[src/rtl/fl_pkg.sv]
`default_nettype none
// ============================================================================
//  Module      : fl_pkg
//  Description : Shared widths, constants, FSM state type and flag indices
//                for the binary32 post-add normaliser.
//  Revision    : 1.0 - initial release
// ============================================================================
package fl_pkg;

    localparam int EXP_W    = 8;
    localparam int MANT_W   = 23;
    localparam int EXP_BIAS = 127;
    localparam int EXP_MAX  = 255;

    typedef enum logic [1:0] {
        IDLE = 2'd0,
        STEP = 2'd1,
        DONE = 2'd2
    } state_t;

    localparam int FLAG_ZERO   = 0;
    localparam int FLAG_DENORM = 1;
    localparam int FLAG_INF    = 2;

endpackage : fl_pkg
`default_nettype wire

[src/rtl/fl_pack_32bit.sv]
`default_nettype none
// ============================================================================
//  Module      : fl_pack_32bit
//  Description : Combinational packer. Assembles sign/exponent/fraction into
//                the IEEE-754 word and raises {inf, denorm, zero} flags.
//                Zero forces an all-zero word; inf forces exponent all-ones
//                with an empty fraction; denorm forces a zero exponent.
//  Revision    : 1.0 - initial release
// ============================================================================
module fl_pack_32bit #(
    parameter int EXP_W  = fl_pkg::EXP_W,
    parameter int MANT_W = fl_pkg::MANT_W
) (
    input  logic                    sign,
    input  logic [EXP_W-1:0]        exp,
    input  logic [MANT_W-1:0]       frac,
    input  logic                    sel_zero,
    input  logic                    sel_inf,
    input  logic                    sel_denorm,
    output logic [EXP_W+MANT_W:0]   result,
    output logic [2:0]              flags
);
    import fl_pkg::*;

    // Select the packed word and its flag bits by priority: zero, inf, denorm, plain
    always_comb begin
        result = {sign, exp, frac};
        flags  = 3'b000;
        if (sel_zero) begin
            result           = '0;
            flags[FLAG_ZERO] = 1'b1;
        end else if (sel_inf) begin
            result          = {sign, {EXP_W{1'b1}}, {MANT_W{1'b0}}};
            flags[FLAG_INF] = 1'b1;
        end else if (sel_denorm) begin
            result             = {sign, {EXP_W{1'b0}}, frac};
            flags[FLAG_DENORM] = 1'b1;
        end
    end

endmodule : fl_pack_32bit
`default_nettype wire

[src/rtl/fl_normalizer_32bit.sv]
`default_nettype none
// ============================================================================
//  Module      : fl_normalizer_32bit
//  Description : Post-add normalisation stage for single precision. Accepts
//                the adder's raw {sign, exp, carry+hidden+fraction} result,
//                fixes a carry with one right shift, removes cancellation
//                with one left shift per cycle, and packs binary32 output
//                behind valid/ready handshakes.
//                Build option FL_NORM_RNE_EN: round-to-nearest-even on the
//                carry right shift (otherwise the dropped bit is truncated).
//  Revision    : 1.0 - initial release
// ============================================================================
module fl_normalizer_32bit #(
    parameter int EXP_W  = fl_pkg::EXP_W,
    parameter int MANT_W = fl_pkg::MANT_W
) (
    input  logic                    clk,
    input  logic                    rst_n,
    input  logic                    in_valid,
    output logic                    in_ready,
    input  logic                    in_sign,
    input  logic [EXP_W-1:0]        in_exp,
    input  logic [MANT_W+1:0]       in_mant,
    output logic                    out_valid,
    input  logic                    out_ready,
    output logic [EXP_W+MANT_W:0]   out,
    output logic [2:0]              out_flags
);
    import fl_pkg::*;

    // Exponent is carried one bit wider so the carry/round increment cannot wrap
    localparam logic [EXP_W:0] EXP_ALL1 = {1'b0, {EXP_W{1'b1}}};
    localparam logic [EXP_W:0] EXP_ONE  = {{EXP_W{1'b0}}, 1'b1};
    localparam logic [EXP_W:0] EXP_TWO  = EXP_ONE + EXP_ONE;

    state_t                 state, state_nxt;
    logic                   sign_q;
    logic [EXP_W:0]         exp_q;
    logic [MANT_W+1:0]      mant_q;

    logic                   load, shift, finish;
    logic [EXP_W-1:0]       pk_exp;
    logic [MANT_W-1:0]      pk_frac;
    logic                   pk_zero, pk_inf, pk_denorm;
    logic [EXP_W+MANT_W:0]  pk_out;
    logic [2:0]             pk_flags;

    logic [MANT_W-1:0]      cy_frac;
    logic [EXP_W:0]         cy_exp;
    logic                   cy_inf;

`ifdef FL_NORM_RNE_EN
    // Shifted significand always has its hidden bit set; add the round bit on top
    logic                   round_up;
    logic [MANT_W+1:0]      rnd_sum;
    logic                   rnd_ovf;
    assign round_up = mant_q[0] & mant_q[1];
    assign rnd_sum  = {1'b0, 1'b1, mant_q[MANT_W:1]} + {{(MANT_W+1){1'b0}}, round_up};
    assign rnd_ovf  = rnd_sum[MANT_W+1];
    assign cy_frac  = rnd_ovf ? rnd_sum[MANT_W:1] : rnd_sum[MANT_W-1:0];
    assign cy_exp   = exp_q + (rnd_ovf ? EXP_TWO : EXP_ONE);
`else
    assign cy_frac  = mant_q[MANT_W:1];
    assign cy_exp   = exp_q + EXP_ONE;
`endif
    assign cy_inf   = (cy_exp >= EXP_ALL1);

    assign in_ready  = (state == IDLE);
    assign out_valid = (state == DONE);

    // State register
    always_ff @(posedge clk or negedge rst_n) begin
        if (!rst_n) state <= IDLE;
        else        state <= state_nxt;
    end

    // Next state and one normalisation decision per STEP cycle, in priority order
    always_comb begin
        state_nxt = state;
        load      = 1'b0;
        shift     = 1'b0;
        finish    = 1'b0;
        pk_exp    = exp_q[EXP_W-1:0];
        pk_frac   = mant_q[MANT_W-1:0];
        pk_zero   = 1'b0;
        pk_inf    = 1'b0;
        pk_denorm = 1'b0;
        case (state)
            IDLE: begin
                if (in_valid) begin
                    load      = 1'b1;
                    state_nxt = STEP;
                end
            end
            STEP: begin
                if (exp_q == EXP_ALL1) begin
                    finish = 1'b1;
                end else if (mant_q == '0) begin
                    finish  = 1'b1;
                    pk_zero = 1'b1;
                end else if (mant_q[MANT_W+1]) begin
                    finish  = 1'b1;
                    pk_exp  = cy_exp[EXP_W-1:0];
                    pk_frac = cy_frac;
                    pk_inf  = cy_inf;
                end else if (mant_q[MANT_W]) begin
                    finish = 1'b1;
                end else if (exp_q == '0 || exp_q == EXP_ONE) begin
                    finish    = 1'b1;
                    pk_denorm = 1'b1;
                end else begin
                    shift = 1'b1;
                end
                if (finish) state_nxt = DONE;
            end
            DONE: begin
                if (out_ready) state_nxt = IDLE;
            end
            default: state_nxt = IDLE;
        endcase
    end

    // Working registers: capture on accept, walk left one bit per shift cycle
    always_ff @(posedge clk or negedge rst_n) begin
        if (!rst_n) begin
            sign_q <= 1'b0;
            exp_q  <= '0;
            mant_q <= '0;
        end else if (load) begin
            sign_q <= in_sign;
            exp_q  <= {1'b0, in_exp};
            mant_q <= in_mant;
        end else if (shift) begin
            mant_q <= {mant_q[MANT_W:0], 1'b0};
            exp_q  <= exp_q - EXP_ONE;
        end
    end

    // Result registers: written once when normalisation finishes, held through DONE
    always_ff @(posedge clk or negedge rst_n) begin
        if (!rst_n) begin
            out       <= '0;
            out_flags <= 3'b000;
        end else if (finish) begin
            out       <= pk_out;
            out_flags <= pk_flags;
        end
    end

    fl_pack_32bit #(
        .EXP_W  (EXP_W),
        .MANT_W (MANT_W)
    ) u_pack (
        .sign       (sign_q),
        .exp        (pk_exp),
        .frac       (pk_frac),
        .sel_zero   (pk_zero),
        .sel_inf    (pk_inf),
        .sel_denorm (pk_denorm),
        .result     (pk_out),
        .flags      (pk_flags)
    );

endmodule : fl_normalizer_32bit
`default_nettype wire

[config.mk]
export PLATFORM = sky130hd
export DESIGN_NAME = fl_normalizer_32bit
export DESIGN_NICKNAME = d
export VERILOG_FILES = /design/src/rtl/fl_pkg.sv /design/src/rtl/fl_pack_32bit.sv /design/src/rtl/fl_normalizer_32bit.sv
export SDC_FILE = /design/constraint.sdc
export NUM_CORES = 1
export LEC_CHECK = 0
export BUFFER_PORTS_ARGS = -buffer_cell sky130_fd_sc_hd__buf_2
export CAP_MARGIN = 0
export CORE_MARGIN = 2
export CORE_UTILIZATION = 35
export CTS_CLUSTER_SIZE = 12
export DETAILED_ROUTE_END_ITERATION = 10
export SLEW_MARGIN = 0
export SYNTH_ARGS = -nofsm -noshare
export SYNTH_HDL_FRONTEND = slang
export SYNTH_SLANG_ARGS = --single-unit
[constraint.sdc]
create_clock -name clk -period 7.1 [get_ports clk]
set_input_delay 1.42 -clock clk [delete_from_list [all_inputs] [get_ports clk]]
set_output_delay 1.42 -clock clk [all_outputs]
set_load 0.01 [all_outputs]
==> results.cfg <==
[sta]
holdWs_ns = 0.473
layout_setup_ws_ns = 3.77
hold_violations = 0
fmax_mhz = 301
final.setup.tns_ns = 0
fin_crit_sh_pct = 46.8
relSlewSlack_pct = 37.5
fin_crit_ns = 3.33
finalClockSkew_ns = 0.0159
rsz0062_at_grt = false
setup_viol = 0
worst_pin_slew_ns = 0.937
drv_slew = 0

[setup_path]
critical_path_class = register to register
reg2reg_from = exp_q[0]$_DFFE_PN0P_
end_kind = register
r2r_end = exp_q[1]$_DFFE_PN0P_
arrival_ns = 3.56
startpoint = exp_q[0]$_DFFE_PN0P_
cp-start-kind = register
endpoint = exp_q[1]$_DFFE_PN0P_
crit_path_max_fanout = 27
reg2reg_depth = 9
r2r_setup_slack_ns = 3.77
crit_required_ns = 7.34

[synthesis]
synthTopCellsByCount = dfrtp_1, o2bb2ai_1, mux2i_1
synthTopCellsByArea = dfrtp_1, mux2i_1, o2bb2ai_1
synth_edf_count = 0
yosys_warnings = 0
synthCells = 329
netlist_area_mm2 = 0.00367
synth.largest_area_cell = dfrtp_1
synth_fp_nets = 373
syn_avg_cell_area_um2 = 11.2
synth_top_area_share_pct = 49.0
async_flop_share_pct = 100
yosysMostFrequentCell = dfrtp_1
yosysUniqueCellTypes = 54
synth_flop_cell = dfrtp_1
ys_ff_latch = 72
ys_seq_area_share_pct = 49.0

[floorplanning]
ioPinCount = 75
coreArea_mm2 = 0.0103
die_h_um = 106
rows = 37
initial_core_util_pct = 35.8
die_x_um = 106
dieArea_mm2 = 0.0113

[global_routing]
antenna_found_initial = 0
grt_use_total_pct = 17.5
grt_first_pass_wirelength_um = 15500
grt_max_degree = 73
first_global_vias = 2946
grt-ovfl-total = 0

[layout]
nNetsFinal = 437
diodes = 0
layout-drive-gt1-share_pct = 25.9
area_delta_synth_final_pct = 18.1

[routing]
drc = 0
drt-wirelength-per-cell_um = 17.6
ant_nets = 0
drt_pre_antenna_iters = 4
vias = 2932
finalWirelength_um = 9420
drt_iter0_markers = 169
via_per_inst = 5.49

[placement]
place_ws_ns = 3.83
dp_hpwl_um = 6490
port_buffers = 74
gp_congestion = 0.890

[clock_network]
clock_latency_ns = 0.36
clk_pin_slew_worst_paths_ns = 0.08
post_cts_buffers = 0
cts_tree = built
clock_path_buffers = 2
cts_buffers = 9
postCtsHoldBufs = 0
cts.sinks = 72
htreeDepth = 3
clockRootBuffer = clkbuf_8
cts_resized = 0

[pwr]
peakVddDrop_v = 0.000184
p_per_area_mw_per_mm2 = 458
power_leakage_nw = 2.24

[min_path]
hold_path_class = register to register

[run_status]
status = completed

[flow_run]
cap_violations = 0
## how the worst min path moves through the flow
stage	start	endpoint	slack [ns]	cells past startpoint
after floorplan	sign_q$_DFFE_PN0P_	sign_q$_DFFE_PN0P_	0.45	2
after global placement	out_flags[2]$_DFFE_PN0P_	out_flags[2]$_DFFE_PN0P_	0.45	1
after detailed placement	out_flags[2]$_DFFE_PN0P_	out_flags[2]$_DFFE_PN0P_	0.46	1
after CTS	out_flags[2]$_DFFE_PN0P_	out_flags[2]$_DFFE_PN0P_	0.48	1
after global routing	out_flags[2]$_DFFE_PN0P_	out_flags[2]$_DFFE_PN0P_	0.49	1
final	out_flags[2]$_DFFE_PN0P_	out_flags[2]$_DFFE_PN0P_	0.47	1
## power by group
group | switching, W | leakage [nW] | internal [W] | total (W)
clock network | 0.000169 | 0.108 | 0.000200 | 0.000370
logic | 0.000443 | 1.23 | 0.000380 | 0.000823
registers | 0.000206 | 0.905 | 0.000591 | 0.000796
## per-layer routing
metal / GRT usage, % / routed length (um) / vias to the layer above
met1: 24.2 / 4430 / 1461
met3: 4.29 / 466 / 8
met5: 0 / 0 / -
li1: - / - / 1381
met4: 3.90 / 83 / 0
met2: 27.7 / 4440 / 82
## stage by stage
stage          cell area (um^2)  util, %  total power [W]  instances
6_report                   4340     42.2          0.00199        534
5_1_grt                    4340     42.2          0.00214        534
4_1_cts                    4340     42.2          0.00201        534
3_5_place_dp               4120     40.1          0.00164        518
3_3_place_gp               4120     40.1          0.00162        518
2_1_floorplan              3670        -          0.00138        329
## area by class of cell
class                      instances  area [um^2]
clock buffer                      10          128
sequential                        72         1800
clock inverter                     6         92.6
multi-input combinational        222         1700
inverter                           8         30.0
timing repair buffer              80          415
fill                            1030         5940
tap                              136          170
## critical path, cell delays in order, from the launching register on
cell and delay, ns:
dfrtp_1 0.50, ha_1 0.27, inv_1 0.12, nor3_1 0.07, ha_1 0.21, or3_4 0.36, a41oi_2 0.21, o211a_1 0.80
nor2_4 0.29, a221o_1 0.37
## cells in the final DEF (no fill, tap or decap), types with 4 or more instances in the layout
| cell type | count |
|---|---|
| a21o_1 | 22 |
| a221o_1 | 9 |
| a22o_1 | 21 |
| buf_2 | 74 |
| buf_4 | 6 |
| clkbuf_8 | 9 |
| dfrtp_1 | 72 |
| ha_1 | 6 |
| inv_1 | 8 |
| mux2i_1 | 23 |
| nand2_1 | 20 |
| nand3_1 | 8 |
| nor2_1 | 12 |
| nor3_1 | 6 |
| nor4_1 | 8 |
| o211ai_1 | 4 |
| o2bb2ai_1 | 24 |
| xnor2_1 | 4 |
## logic make-up (layout without fill, tap and decap cells)
group	count (synthesis)	count (layout)	synth area share, %
flops	72	72	49.0
simple gates	79	79	11.8
compound gates	107	107	24.4
mux	23	23	6.26
fa+ha+maj	6	6	2.04
xor+xnor	7	7	1.67
buf+inv	35	104	4.73
## flip-flops by register name, indices dropped and copies added, names as in the netlist
| name | flops |
|---|---|
| exp_q | 9 |
| mant_q | 25 |
| out | 32 |
| out_flags | 3 |
| sign_q | 1 |
| state | 2 |
Power figures use the tool's default switching activity.
